**src/rtl/cpu_pkg.sv**
```systemverilog
// cpu_pkg -- shared definitions for the fetch slice.
//   fetch_state_e    : fetch FSM states (idle after reset, running, draining stale responses)
//   DEFAULT_ADDR_W   : default instruction address width
//   DEFAULT_DATA_W   : default instruction word width
//   DEFAULT_RESET_PC : default first fetch address after reset
package cpu_pkg;

    localparam int unsigned DEFAULT_ADDR_W   = 32;
    localparam int unsigned DEFAULT_DATA_W   = 32;
    localparam logic [63:0] DEFAULT_RESET_PC = 64'h0;

    typedef enum logic [1:0] {
        FETCH_IDLE,
        FETCH_RUN,
        FETCH_FLUSH
    } fetch_state_e;

endpackage

```
**src/rtl/fetch_unit_if.sv**
```systemverilog
// fetch_unit_if -- memory request/response, decode and redirect signals of the fetch unit.
//   master : fetch unit side (drives mem_req_*, inst_valid/inst_data/inst_pc)
//   slave  : environment side (memory, decode, branch unit)
interface fetch_unit_if
    import cpu_pkg::*;
#(
    parameter int unsigned ADDR_W = DEFAULT_ADDR_W,
    parameter int unsigned DATA_W = DEFAULT_DATA_W
);

    logic              mem_req_valid;
    logic              mem_req_ready;
    logic [ADDR_W-1:0] mem_req_addr;
    logic              mem_resp_valid;
    logic [DATA_W-1:0] mem_resp_data;
    logic              inst_valid;
    logic              inst_ready;
    logic [DATA_W-1:0] inst_data;
    logic [ADDR_W-1:0] inst_pc;
    logic              redirect_valid;
    logic [ADDR_W-1:0] redirect_pc;

    modport master (
        output mem_req_valid, mem_req_addr, inst_valid, inst_data, inst_pc,
        input  mem_req_ready, mem_resp_valid, mem_resp_data, inst_ready,
               redirect_valid, redirect_pc
    );

    modport slave (
        input  mem_req_valid, mem_req_addr, inst_valid, inst_data, inst_pc,
        output mem_req_ready, mem_resp_valid, mem_resp_data, inst_ready,
               redirect_valid, redirect_pc
    );

endinterface

```
**src/rtl/fetch_fifo.sv**
```systemverilog
// fetch_fifo -- prefetch buffer, DEPTH entries (power of two) of WIDTH bits.
//   clk, rst : clock, synchronous active-high reset
//   clr      : synchronous clear (drops all entries)
//   wr_en    : push wr_data (accepted when not full, or when popping in the same cycle)
//   rd_en    : pop head (ignored when empty); rd_data shows the head
//   empty    : no entries; count : number of entries (0..DEPTH)
module fetch_fifo #(
    parameter int unsigned WIDTH = 64,
    parameter int unsigned DEPTH = 4
) (
    input  logic                     clk,
    input  logic                     rst,
    input  logic                     clr,
    input  logic                     wr_en,
    input  logic [WIDTH-1:0]         wr_data,
    input  logic                     rd_en,
    output logic [WIDTH-1:0]         rd_data,
    output logic                     empty,
    output logic [$clog2(DEPTH):0]   count
);

    localparam int unsigned PTR_W = $clog2(DEPTH);
    localparam int unsigned CNT_W = PTR_W + 1;

    logic [WIDTH-1:0] mem [DEPTH];
    logic [PTR_W-1:0] wr_ptr, rd_ptr;
    logic             do_wr, do_rd, full;

    assign empty = (count == '0);
    assign full  = (count == CNT_W'(DEPTH));
    assign do_rd = rd_en && !empty;
    // A push into a full buffer is fine when the head leaves in the same cycle.
    assign do_wr = wr_en && (!full || do_rd);
    assign rd_data = mem[rd_ptr];

    always_ff @(posedge clk) begin
        if (do_wr) begin
            mem[wr_ptr] <= wr_data;
        end
    end

    always_ff @(posedge clk) begin
        if (rst || clr) begin
            wr_ptr <= '0;
            rd_ptr <= '0;
            count  <= '0;
        end else begin
            if (do_wr) begin
                wr_ptr <= wr_ptr + PTR_W'(1);
            end
            if (do_rd) begin
                rd_ptr <= rd_ptr + PTR_W'(1);
            end
            unique case ({do_wr, do_rd})
                2'b10:   count <= count + CNT_W'(1);
                2'b01:   count <= count - CNT_W'(1);
                default: count <= count;
            endcase
        end
    end

endmodule

```
**src/rtl/fetch_unit.sv**
```systemverilog
// fetch_unit -- instruction prefetcher with in-order memory interface and redirect support.
//   clk, rst      : clock, synchronous active-high reset
//   bus (master)  : mem_req_* request channel, mem_resp_* response channel,
//                   inst_* decode channel, redirect_valid/redirect_pc
//   perf_fetched  : (FETCH_PERF_EN only) instruction transfers, wrapping
//   perf_flushed  : (FETCH_PERF_EN only) discarded responses + cleared buffer entries, wrapping
// Optional feature macro: FETCH_PERF_EN.
module fetch_unit
    import cpu_pkg::*;
#(
    parameter int unsigned       ADDR_W   = DEFAULT_ADDR_W,
    parameter int unsigned       DATA_W   = DEFAULT_DATA_W,
    parameter int unsigned       DEPTH    = 4,
    parameter logic [ADDR_W-1:0] RESET_PC = ADDR_W'(DEFAULT_RESET_PC)
) (
    input  logic        clk,
    input  logic        rst,
    fetch_unit_if.master bus
`ifdef FETCH_PERF_EN
    ,
    output logic [31:0] perf_fetched,
    output logic [31:0] perf_flushed
`endif
);

    localparam int unsigned CNT_W = $clog2(DEPTH) + 1;
    localparam int unsigned ENT_W = ADDR_W + DATA_W;

    fetch_state_e      state, state_next;
    logic [ADDR_W-1:0] fetch_pc, fetch_pc_next;
    logic [CNT_W-1:0]  inflight, inflight_next;
    logic [CNT_W-1:0]  fifo_count;
    logic              fifo_empty, fifo_wr, fifo_clr;
    logic [ENT_W-1:0]  fifo_rd_data;
    logic              req_valid, inst_fire, resp_live, has_room;
    logic [ADDR_W-1:0] resp_pc;

    // Responses with nothing outstanding (e.g. stale ones after reset) are ignored.
    assign resp_live = bus.mem_resp_valid && (inflight != '0);
    assign has_room  = ({1'b0, inflight} + {1'b0, fifo_count}) < (CNT_W + 1)'(DEPTH);
    // In RUN all outstanding requests are consecutive words ending at fetch_pc-4,
    // so the oldest one (the one answering now) sits inflight words behind fetch_pc.
    assign resp_pc   = fetch_pc - (ADDR_W'(inflight) << 2);

    always_comb begin
        state_next    = state;
        fetch_pc_next = fetch_pc;
        inflight_next = inflight;
        req_valid     = 1'b0;
        fifo_wr       = 1'b0;
        fifo_clr      = 1'b0;
        if (bus.redirect_valid) begin
            fifo_clr      = 1'b1;
            fetch_pc_next = bus.redirect_pc & ~ADDR_W'(3);
            inflight_next = inflight - CNT_W'(resp_live);
            if (state == FETCH_IDLE) begin
                state_next = FETCH_RUN;
            end else begin
                state_next = (inflight_next != '0) ? FETCH_FLUSH : FETCH_RUN;
            end
        end else begin
            unique case (state)
                FETCH_IDLE: state_next = FETCH_RUN;
                FETCH_RUN: begin
                    req_valid = has_room && !rst;
                    fifo_wr   = resp_live;
                end
                FETCH_FLUSH: begin
                    if (resp_live && inflight == CNT_W'(1)) begin
                        state_next = FETCH_RUN;
                    end
                end
                default: state_next = FETCH_IDLE;
            endcase
            inflight_next = inflight + CNT_W'(req_valid && bus.mem_req_ready)
                                     - CNT_W'(resp_live);
            if (req_valid && bus.mem_req_ready) begin
                fetch_pc_next = fetch_pc + ADDR_W'(4);
            end
        end
    end

    always_ff @(posedge clk) begin
        if (rst) begin
            state    <= FETCH_IDLE;
            fetch_pc <= RESET_PC;
            inflight <= '0;
        end else begin
            state    <= state_next;
            fetch_pc <= fetch_pc_next;
            inflight <= inflight_next;
        end
    end

    assign bus.mem_req_valid = req_valid;
    assign bus.mem_req_addr  = fetch_pc;
    assign bus.inst_valid    = !fifo_empty && !bus.redirect_valid && !rst;
    assign bus.inst_pc       = fifo_rd_data[ENT_W-1:DATA_W];
    assign bus.inst_data     = fifo_rd_data[DATA_W-1:0];
    assign inst_fire         = bus.inst_valid && bus.inst_ready;

    fetch_fifo #(
        .WIDTH (ENT_W),
        .DEPTH (DEPTH)
    ) u_fifo (
        .clk     (clk),
        .rst     (rst),
        .clr     (fifo_clr),
        .wr_en   (fifo_wr),
        .wr_data ({resp_pc, bus.mem_resp_data}),
        .rd_en   (inst_fire),
        .rd_data (fifo_rd_data),
        .empty   (fifo_empty),
        .count   (fifo_count)
    );

`ifdef FETCH_PERF_EN
    logic resp_drop;
    assign resp_drop = resp_live && (bus.redirect_valid || state == FETCH_FLUSH);

    always_ff @(posedge clk) begin
        if (rst) begin
            perf_fetched <= '0;
            perf_flushed <= '0;
        end else begin
            if (inst_fire) begin
                perf_fetched <= perf_fetched + 32'd1;
            end
            perf_flushed <= perf_flushed + 32'(resp_drop)
                            + (fifo_clr ? 32'(fifo_count) : 32'd0);
        end
    end
`endif

endmodule

```
**src/flat_wrapper.sv**
```systemverilog
// flat-port wrapper written by rule: the top's interface ports become plain ports
module fetch_unit_flat import cpu_pkg::*;
#(
    parameter int unsigned       ADDR_W   = DEFAULT_ADDR_W,
    parameter int unsigned       DATA_W   = DEFAULT_DATA_W,
    parameter int unsigned       DEPTH    = 4,
    parameter logic [ADDR_W-1:0] RESET_PC = ADDR_W'(DEFAULT_RESET_PC)
)
  (clk, rst, bus_mem_req_valid, bus_mem_req_addr, bus_inst_valid, bus_inst_data, bus_inst_pc, bus_mem_req_ready, bus_mem_resp_valid, bus_mem_resp_data, bus_inst_ready, bus_redirect_valid, bus_redirect_pc);
  fetch_unit_if #(.ADDR_W(ADDR_W), .DATA_W(DATA_W)) bus_i ();
  input  logic clk;
  input  logic rst;
  output wire logic [$bits(bus_i.mem_req_valid)-1:0] bus_mem_req_valid;
  output wire logic [$bits(bus_i.mem_req_addr)-1:0] bus_mem_req_addr;
  output wire logic [$bits(bus_i.inst_valid)-1:0] bus_inst_valid;
  output wire logic [$bits(bus_i.inst_data)-1:0] bus_inst_data;
  output wire logic [$bits(bus_i.inst_pc)-1:0] bus_inst_pc;
  input wire logic [$bits(bus_i.mem_req_ready)-1:0] bus_mem_req_ready;
  input wire logic [$bits(bus_i.mem_resp_valid)-1:0] bus_mem_resp_valid;
  input wire logic [$bits(bus_i.mem_resp_data)-1:0] bus_mem_resp_data;
  input wire logic [$bits(bus_i.inst_ready)-1:0] bus_inst_ready;
  input wire logic [$bits(bus_i.redirect_valid)-1:0] bus_redirect_valid;
  input wire logic [$bits(bus_i.redirect_pc)-1:0] bus_redirect_pc;
  assign bus_mem_req_valid = bus_i.mem_req_valid;
  assign bus_mem_req_addr = bus_i.mem_req_addr;
  assign bus_inst_valid = bus_i.inst_valid;
  assign bus_inst_data = bus_i.inst_data;
  assign bus_inst_pc = bus_i.inst_pc;
  assign bus_i.mem_req_ready = bus_mem_req_ready;
  assign bus_i.mem_resp_valid = bus_mem_resp_valid;
  assign bus_i.mem_resp_data = bus_mem_resp_data;
  assign bus_i.inst_ready = bus_inst_ready;
  assign bus_i.redirect_valid = bus_redirect_valid;
  assign bus_i.redirect_pc = bus_redirect_pc;
  fetch_unit #(.ADDR_W(ADDR_W), .DATA_W(DATA_W), .DEPTH(DEPTH), .RESET_PC(RESET_PC)) u_core (.clk(clk), .rst(rst), .bus(bus_i));
endmodule
```
**config.mk**
```make
export PLATFORM = sky130hd
export DESIGN_NAME = fetch_unit_flat
export DESIGN_NICKNAME = d
export VERILOG_FILES = /design/src/rtl/cpu_pkg.sv /design/src/rtl/fetch_unit_if.sv /design/src/rtl/fetch_fifo.sv /design/src/rtl/fetch_unit.sv /design/src/flat_wrapper.sv
export SDC_FILE = /design/constraint.sdc
export NUM_CORES = 1
export LEC_CHECK = 0
export BUFFER_PORTS_ARGS = -buffer_cell sky130_fd_sc_hd__buf_4
export CAP_MARGIN = 40
export CORE_MARGIN = 3
export CORE_UTILIZATION = 25
export CTS_CLUSTER_SIZE = 40
export DETAILED_ROUTE_END_ITERATION = 12
export PLACE_DENSITY = 0.4
export SYNTH_ARGS = -nofsm -noshare
export SYNTH_HDL_FRONTEND = slang
export SYNTH_SLANG_ARGS = --single-unit
```
**constraint.sdc**
```tcl
create_clock -name clk -period 9.1 [get_ports clk]
set_input_delay 0.455 -clock clk [delete_from_list [all_inputs] [get_ports clk]]
set_output_delay 0.455 -clock clk [all_outputs]
set_load 0.05 [all_outputs]
```
After elaboration in Yosys (flattened, before gate mapping)
Memory sizes are Yosys's and may differ from the RTL's. A register that Yosys moved wholly into a read port is not among the register bits.
Cells that the tools add are included.
{"block": "word_totals", "register_bits": 44, "ramBits": 256, "input_bits": 70, "n_memories": 1, "output_inout_bits": 98, "word_cells": 69}
{"block": "op_classes", "eq_ne": 8, "add_sub_neg": 10, "magnitude_cmp": 1, "mux": 19, "reduce_logical": 23}
{"name": "u_core.u_fifo.mem", "words": 4, "word_bits": 64, "read_ports": 1, "rd_clocked_by_memory_dff": 1, "write_ports": 1, "line": "fetch_fifo.sv:25", "rtl": "logic [WIDTH-1:0] mem [DEPTH];"}
{"op": "$mux W32", "n": 2}
{"op": "$add A32 B3 Y32 const B", "n": 1}
{"op": "$sub A32 B5 Y32", "n": 1}
{"op": "$mux W2", "n": 6}
{"op": "$logic_and A1 B1 Y1", "n": 9}
{"op": "$mux W1", "n": 8}
{"op": "$pmux W2 S3", "n": 1}
{"op": "$pmux W3 S2", "n": 1}
{"op": "$reduce_bool A3 Y1", "n": 2}
{"op": "$sub A3 B1 Y3", "n": 2}
{"op": "$add A2 B1 Y2 const B", "n": 2}
{"op": "$add A3 B3 Y4", "n": 1}
{"op": "$eq A2 B1 Y1 const B", "n": 2}
{"op": "$eq A2 B2 Y1 const B", "n": 2}
{"op": "$logic_not A1 Y1", "n": 4}
{"op": "$lt A4 B3 Y1 const B", "n": 1}
{"op": "$reduce_bool A2 Y1", "n": 2}
{"op": "$add A3 B1 Y3", "n": 1}
{"op": "$add A3 B1 Y3 const B", "n": 1}
{"op": "$eq A3 B1 Y1 const B", "n": 1}
{"op": "$eq A3 B3 Y1 const B", "n": 1}
{"op": "$logic_not A3 Y1", "n": 1}
{"op": "$mux W3", "n": 1}
{"op": "$ne A3 B2 Y1 const B", "n": 1}
{"op": "6 further kinds", "n": 7}

Longest topological paths before layout
Gate-level depths: netlist of the first run.
{"block": "logic_depth", "depth_word": 10, "ltp_mapped": 11, "ltp_nobuf": 10}

Hierarchy
From an unflattened synthesis of the first run, not the netlist that was laid out.
{"block": "hier_totals", "cells_unflattened": 750, "hier_area_um2": 12518.3}
{"module": "fetch_fifo", "seq_area_each_um2": 7867.5, "cells_each": 390, "area_each_um2": 9744.3, "n_inst": 1}
{"module": "fetch_unit", "seq_area_each_um2": 700.7, "cells_each": 360, "area_each_um2": 2773.9, "n_inst": 1}

Worst setup path before layout of the first run
No wires, ideal clock.
{"block": "synth_timing", "path_type": "input -> register", "from": "input port bus_redirect_valid", "to": "memory u_core.u_fifo.mem[0][0], enable pin", "path_stages": 3, "setup_time_ns": 0.426, "setup_slack_ns": 5.731, "t_required_ns": 8.674, "n_path_buf": 0, "arrival_ns": 2.942, "cell_sequence": "or3b_2 a311oi_1 and2_1"}
{"block": "synth_via", "elab_chain_len": 9, "word_cells_on_any_way": 10, "cone_classes": "mux: 3; reduce/logical: 7"}
{"item": "from (decl)", "line": "flat_wrapper.sv:22", "rtl": "input wire logic [$bits(bus_i.redirect_valid)-1:0] bus_redirect_valid;"}
{"item": "$logic_not A1 Y1", "line": "fetch_unit.sv:97", "rtl": "assign bus.inst_valid = !fifo_empty && !bus.redirect_valid && !rst;"}
{"item": "$logic_and A1 B1 Y1 (2 in a row)", "line": "fetch_unit.sv:97"}
{"item": "$logic_and A1 B1 Y1", "line": "fetch_unit.sv:100", "rtl": "assign inst_fire = bus.inst_valid && bus.inst_ready;"}
{"item": "$logic_and A1 B1 Y1", "line": "fetch_fifo.sv:31", "rtl": "assign do_rd = rd_en && !empty;"}
{"item": "$logic_or A1 B1 Y1", "line": "fetch_fifo.sv:33", "rtl": "assign do_wr = wr_en && (!full || do_rd);"}
{"item": "$logic_and A1 B1 Y1 *", "line": "fetch_fifo.sv:33"}
{"item": "$mux W1 *", "line": "fetch_fifo.sv:37", "rtl": "if (do_wr) begin"}
{"item": "$mux W1 (implied by the code) *", "line": "fetch_fifo.sv:38", "rtl": "mem[wr_ptr] <= wr_data;"}
{"item": "to (decl)", "line": "fetch_fifo.sv:25"}
Every way passes the cells marked *; elsewhere a longest branch is shown, timed or not.

Final worst setup path of the first run
{"block": "layout_timing", "from": "register u_core.inflight[1]", "to": "register u_core.fetch_pc[26] (netlist: u_core.bus.mem_req_addr[26])"}
{"block": "layout_via", "elab_chain_len": 7}
{"item": "from (decl)", "line": "fetch_unit.sv:31", "rtl": "logic [CNT_W-1:0] inflight, inflight_next;"}
{"item": "from (signal assigned)", "line": "fetch_unit.sv:91", "rtl": "inflight <= inflight_next;"}
{"item": "$add A3 B3 Y4", "line": "fetch_unit.sv:40", "rtl": "assign has_room = ({1'b0, inflight} + {1'b0, fifo_count}) < (CNT_W + 1)'(DEPTH);"}
{"item": "$lt A4 B3 Y1", "line": "fetch_unit.sv:40"}
{"item": "$logic_and A1 B1 Y1", "line": "fetch_unit.sv:65", "rtl": "req_valid = has_room && !rst;"}
{"item": "$mux W1", "line": "fetch_unit.sv:62", "rtl": "unique case (state)"}
{"item": "$mux W1", "line": "fetch_unit.sv:52", "rtl": "if (bus.redirect_valid) begin"}
{"item": "$logic_and A1 B1 Y1", "line": "fetch_unit.sv:77", "rtl": "if (req_valid && bus.mem_req_ready) begin"}
{"item": "$reduce_bool A2 Y1 (no source line)"}
{"item": "to (signal assigned)", "line": "fetch_unit.sv:90", "rtl": "fetch_pc <= fetch_pc_next;"}
{"item": "to (decl)", "line": "fetch_unit.sv:30", "rtl": "logic [ADDR_W-1:0] fetch_pc, fetch_pc_next;"}
No other way between the ends. The select of a mux whose other input is x is not followed.
A chain may end at the register's enable or synchronous reset.

==> results of run 1 <==
metal layers:
layer	share of wire	track usage	wire [um]	vias up
met1	0.45	0.163	14000	3464
met5	0	0	0	-
met4	0.020	0.0381	624	0
met3	0.063	0.0302	1970	42
li1	-	-	-	3210
met2	0.47	0.199	14800	196
path summary, 6_finish.rpt:
kind / from / endpoint
worst min-delay path: bus_mem_resp_data[14] / u_core.u_fifo.mem[0][14]
worst min register to register: u_core.u_fifo.wr_ptr[0] / u_core.u_fifo.wr_ptr[0]
worst max-delay path: u_core.inflight[1] / u_core.bus.mem_req_addr[26]
worst max register to register: u_core.inflight[1] / u_core.bus.mem_req_addr[26]
cells by family after synthesis:
| logic type | count (synthesis) | share of synthesized area |
|---|---|---|
| flip-flops | 292 | 0.682 |
| AND/OR/NAND/NOR | 194 | 0.0850 |
| buffers and inverters | 70 | 0.0290 |
| multiplexers | 62 | 0.114 |
| XOR/XNOR | 54 | 0.0387 |
| AO/OA/AOI/OAI | 51 | 0.0307 |
| adder cells (fa/ha/maj) | 18 | 0.0203 |
| other | 1 | 0.000307 |
layout make-up:
type                    instances  area (um^2)  share of cell area
flip-flops and latches        292         8340               0.547
clock buffers                  45          998              0.0655
well taps                     615          769              0.0505
multi-input cells             383         3560               0.233
inverters                      21         78.8             0.00517
repair buffers                170         1320              0.0864
clock inverters                21          183              0.0120
per-stage QoR:
stage	instance area [um^2]	setup WS (ns)	power, mW	util	cells
global route	15200	5.63	3.57	0.317	1547
detailed placement	14100	5.36	2.02	0.293	1481
finish	15200	5.87	3.41	0.317	1547
global placement	14000	5.37	2.02	0.291	1479
CTS	15200	5.69	3.48	0.317	1547
floorplan	12200	5.73	1.87	-	745
sequential cells by signal (all words and copies together), names as in the netlist, named ones only:
name and cells:
u_core.u_fifo.rd_ptr 2, u_core.state 2, u_core.u_fifo.wr_ptr 2, u_core.u_fifo.count 3
u_core.bus.mem_req_addr 30, u_core.inflight 3, u_core.u_fifo.mem 248
synthesized netlist by cell type, drive strengths merged (2+ instances only):
library cell  number
edfxtp           248
mux4              62
nor2              56
dfxtp             44
xnor2             31
nand2             30
buf               28
xor2              23
clkbuf            21
inv               21
a211oi            19
nand3             17
ha                15
nor4              14
nand4             13
nor3              13
and2              10
nor2b              7
o21ai              7
a2111oi            6
a21oi              6
nand2b             6
or4                6
a311oi             5
and4               5
fa                 3
nor3b              3
or3                3
and3               2
or3b               2
or4b               2
worst max-delay path: cells and delay by family, from the launching register on:
kind / cells / cell delay [ns]
simple gates: 4 / 2.28
flops: 1 / 0.38
compound gates: 1 / 0.26
fa+ha+maj: 1 / 0.22
cells in the final DEF, fill, tap and decap left out, types with 6 or more instances in the layout:
master | netlist | routed
a211oi_1 | 19 | 19
a21oi_1 | 6 | 6
buf_4 | 10 | 168
clkbuf_1 | 18 | 6
clkbuf_16 | 0 | 39
clkinv_1 | 0 | 9
dfxtp_1 | 44 | 42
edfxtp_1 | 248 | 248
ha_1 | 15 | 15
inv_1 | 21 | 21
mux4_2 | 62 | 62
nand2_1 | 30 | 30
nand2b_1 | 6 | 6
nand3_1 | 17 | 17
nand4_1 | 12 | 12
nor2_1 | 56 | 56
nor2b_1 | 7 | 7
nor3_1 | 13 | 13
nor4_1 | 14 | 14
o21ai_0 | 7 | 7
xnor2_1 | 31 | 31
xor2_1 | 23 | 23
power by group through the flow:
| stage | sequential (mW) | combinational [mW] | clock, mW |
|---|---|---|---|
| finish | 1.57 | 0.418 | 1.42 |
| global route | 1.57 | 0.460 | 1.53 |
| CTS | 1.57 | 0.428 | 1.48 |
| global placement | 1.59 | 0.422 | 0 |
| detailed placement | 1.59 | 0.427 | 0 |
| floorplan | 1.61 | 0.263 | 0 |
==> qor.txt, run 1 <==
status -> finished, final reports clean
Worst-Margin Slew -> 0.824 ns
share of cells above drive strength 1 -> 0.323
P per Cell Area -> 224 nW/um^2
clk root buf -> clkbuf_16
Max Slew Vio Count -> 0
synth warn -> 0
Avg WL per Cell -> 20.3 um
clk_lat worst skew -> 0.54 ns
initial core utilization -> 0.254
grt total ovfl -> 0
antenna violations before repair -> 0
startpoint types -> flip-flop
routed wire length -> 31400 um
Primary FF master, synth -> edfxtp_1
Worst Setup End Kind -> flip-flop
Die Span X -> 227 um
Net Switching -> 0.876 mW
routed vias/inst -> 4.47
Max Fclk -> 0.309 GHz
hold path cells -> 1
Crit Path Class -> reg2reg
Worst Reg-to-Reg Cells -> 6
final hold violations -> 0
Routed Antenna Nets -> 0
Antenna diodes -> 0
crit path max fanout -> 17
DRC -> 0
Via Count -> 6912
Port Buffer Count -> 161
Nets -> 993
asr flop ratio synth -> 0
cell taking the most area after synthesis -> edfxtp_1
min cycle time layout -> 3.23 ns
critical path arrival -> 3.68 ns
gpl congestion -> 0.702
final setup vio count -> 0
critical-path cell list -> ha_1 -> nor4b_2 -> nand4_1 -> or4b_4 -> or3_1 -> a311oi_1
Clock Power Share -> 0.418
Synth area leaders -> edfxtp_1 61%, mux4_2 11%, dfxtp_1 7.2%
Post-CTS Setup Repair Bufs -> 0
syn avg cell area -> 16.5 um^2
sw frac -> 0.257
reported leakage power -> 5.10 nW
H-tree levels -> 2
Area Growth Syn to Fin -> 24.7%
first-pass GRT wire length -> 46900 um
cells after synthesis -> 742
Gate power share -> 0.123
reg-to-reg slack, setup -> 5.87 ns
GRT Total Usage -> 0.123
Clock transition at path regs -> 0.06 ns
post-synthesis sequential area ratio -> 0.682
Distinct cells, synth -> 56
Max VDD drop -> 0.107 mV
Post-synth EDFFs -> 248
Req. time, crit path -> 9.55 ns
Top Ports -> 168
slowest cell on the critical path -> or4b_4
number of global-route vias before repair -> 7300
Resized cells post-CTS -> 0
1st-iter DRT viols -> 351
DP HPWL -> 20300 um
DRT Pass-1 Iters -> 5
CTS tree -> yes
Post-Syn Area -> 12200 um^2
Die Area -> 51600 um^2
core area -> 48000 um^2
fillers -> 4799
pin count of the biggest net entering global routing -> 49
CP peak stage delay -> 0.82 ns
setup_tns -> 0 ns
die height -> 227 um
Hold Buf Count CTS -> 0
clock skew -> 0.0232 ns
TritonCTS buffer count -> 37
Worst Hold Slack -> 0.115 ns
RSZ-0062 raised after global routing -> false
post-synth top area share -> 0.610
Relative slew margins -> 0.447
Clock Sinks -> 292
Hold WC Path Type -> in2reg
Seq pwr share -> 0.459
max_cap viols -> 0
internal power -> 2.53 mW
Yosys reg bits -> 292
num rows -> 80
clk buf depth -> 3
period utilization -> 0.355
No activity file was read; power rests on OpenSTA's default activity.
==> run 2: changes to the inputs <==
- clock period: 9.1 -> 3 ns (I/O delays scaled with it)
==> qor.txt, run 2 (synthesis results as in run 1) <==
status -> finished, final reports clean
Design Power -> 10.3 mW (+200%)
clk_lat worst skew -> 0.53 ns (about the same)
Crit Path Class -> reg2reg
Routed Antenna Nets -> 0 (unchanged)
period utilization -> 0.941 (+0.585)
H-tree levels -> 2 (unchanged)
Die Span X -> 227 um (unchanged)
routed vias/inst -> 4.38 (-2.0%)
RR Endpoint -> u_core.inflight[1]
Most flops, register -> u_core.u_fifo.mem
Gate power share -> 0.140 (+0.017)
Seq pwr share -> 0.459 (about the same)
Clock Sinks -> 292 (unchanged)
most frequent cells in the layout -> 248 x edfxtp_1, 186 x buf_4, 65 x dlygate4sd3_1, 62 x mux4_2, 55 x nor2_1
max_cap viols -> 0 (unchanged)
1st-iter DRT viols -> 404 (+15%)
clock skew -> 0.00864 ns (-0.0146 ns)
Worst Hold Slack -> 0.136 ns (+0.0211 ns)
sw frac -> 0.254 (-0.00296)
routed wire length -> 31500 um (about the same)
Max Slew Vio Count -> 0 (unchanged)
Post-CTS Setup Repair Bufs -> 0 (unchanged)
antenna violations before repair -> 0 (unchanged)
Max Fclk -> 0.354 GHz (+15%)
Hold WC Path Type -> in2reg
GRT Total Usage -> 0.123 (+0.000613)
Clock transition at path regs -> 0.05 ns (about the same)
critical path arrival -> 3.29 ns (-0.39 ns)
share of cells above drive strength 1 -> 0.319 (-0.00367)
hold_sp -> bus_inst_ready
Area Growth Syn to Fin -> 32.1%
startpoint types -> flip-flop
pre-CTS setup slack -> 0.332 ns (-5.03 ns)
setup_tns -> 0 ns (unchanged)
Req. time, crit path -> 3.46 ns (-6.09 ns)
worst hold endpoint -> u_core.u_fifo.count[2]
grt total ovfl -> 0 (unchanged)
Worst Reg-to-Reg Cells -> 9 (+3)
die height -> 227 um (unchanged)
TritonCTS buffer count -> 36 (-2.7%)
RSZ-0062 raised after global routing -> false
DP HPWL -> 21000 um (+3.6%)
internal power -> 7.68 mW (+200%)
P per Cell Area -> 638 nW/um^2 (+190%)
Max VDD drop -> 0.296 mV (+180%)
Die Area -> 51600 um^2 (unchanged)
setup ws final -> 0.178 ns (-5.69 ns)
hold path cells -> 5 (+4)
slowest cell on the critical path -> dlygate4sd3_1
most common cell after layout, fill and taps aside -> edfxtp_1
clk buf depth -> 3 (unchanged)
DRT Pass-1 Iters -> 4 (-1)
Net Switching -> 2.61 mW (+200%)
R2R Path Start -> u_core.inflight[0]
Via Count -> 7165 (+3.7%)
Clock Power Share -> 0.401 (-0.017)
Avg WL per Cell -> 19.2 um (-5.4%)
core area -> 48000 um^2 (unchanged)
final setup vio count -> 0 (unchanged)
critical-path cell list -> o31ai_2 -> inv_1 -> ha_1 -> inv_1 -> ha_1 -> fa_1 -> nor2_1 -> a211oi_1 -> dlygate4sd3_1
clk root buf -> clkbuf_16
num rows -> 80 (unchanged)
pin count of the biggest net entering global routing -> 43 (-12%)
crit path max fanout -> 5 (-12)
Worst-Margin Slew -> 0.603 ns (-0.221 ns)
gpl congestion -> 0.712 (+1.5%)
Top Ports -> 168 (unchanged)
DRC -> 0 (unchanged)
max FFs per register -> 248 (unchanged)
final hold violations -> 0 (unchanged)
min cycle time layout -> 2.82 ns (-0.412 ns)
Antenna diodes -> 0 (unchanged)
initial core utilization -> 0.254 (unchanged)
Nets -> 1084 (+9.2%)
first-pass GRT wire length -> 47200 um (+0.66%)
Relative slew margins -> 0.598 (+0.151)
Worst Setup End Kind -> flip-flop
CTS tree -> yes
CP peak stage delay -> 0.57 ns (-0.25 ns)
Port Buffer Count -> 161 (unchanged)
reg-to-reg slack, setup -> 0.18 ns (-5.69 ns)
number of global-route vias before repair -> 7525 (+3.1%)
reported leakage power -> 5.50 nW (+7.8%)
run 2: final cells by class:
cell class / instances / area [um^2]
well taps: 615 / 769
flip-flops and latches: 292 / 8340
fillers: 4670 / 31900
repair buffers: 262 / 2270
multi-input cells: 383 / 3570
clock inverters: 17 / 156
inverters: 21 / 78.8
clock buffers: 46 / 960
run 2: power groups by stage:
stage	combinational, mW	clock [mW]	sequential [mW]
final	1.44	4.12	4.72
after global routing	1.58	4.46	4.74
after CTS	1.47	4.29	4.72
after detailed placement	1.39	0	4.80
after global placement	1.39	0	4.80
after floorplan	0.798	0	4.87
run 2: through the flow:
stage | instance area, um^2 | std cells | util
after CTS | 16100 | 1636 | 0.336
final | 16100 | 1636 | 0.336
after floorplan | 12200 | 745 | -
after global routing | 16100 | 1636 | 0.336
after detailed placement | 14400 | 1508 | 0.299
after global placement | 14400 | 1508 | 0.299
run 2: worst max path at each step:
stage	start	endpoint	slack, ns	depth (start not counted)
floorplan	u_core.bus.mem_req_addr[7]	u_core.bus.mem_req_addr[26]	0.18	7
global placement	u_core.inflight[1]	u_core.inflight[2]	0.32	10
detailed placement	u_core.inflight[1]	u_core.inflight[2]	0.33	10
CTS	u_core.inflight[1]	u_core.inflight[1]	0.04	9
global route	u_core.inflight[0]	u_core.inflight[1]	0.01	9
finish	u_core.inflight[0]	u_core.inflight[1]	0.18	9
run 2: critical path, delay by kind of cell, from the launching register on:
kind / cells / cell delay (ns)
buf+inv: 3 / 0.75
compound gates: 2 / 0.62
fa+ha+maj: 3 / 0.97
simple gates: 1 / 0.04
flops: 1 / 0.38
run 2: repair_timing:
item,in CTS,in global routing
endpoints found under the setup margin,0,1
hold buffers,65,0
hold endpoints to repair,162,0
resized for setup,0,4
run 2: per-layer routing:
layer | GRT usage | wire length (um) | up-vias
met4 | 0.0324 | 611 | 0
li1 | - | - | 3391
met3 | 0.0371 | 1840 | 40
met2 | 0.191 | 14300 | 182
met1 | 0.169 | 14700 | 3552
met5 | 0 | 0 | -
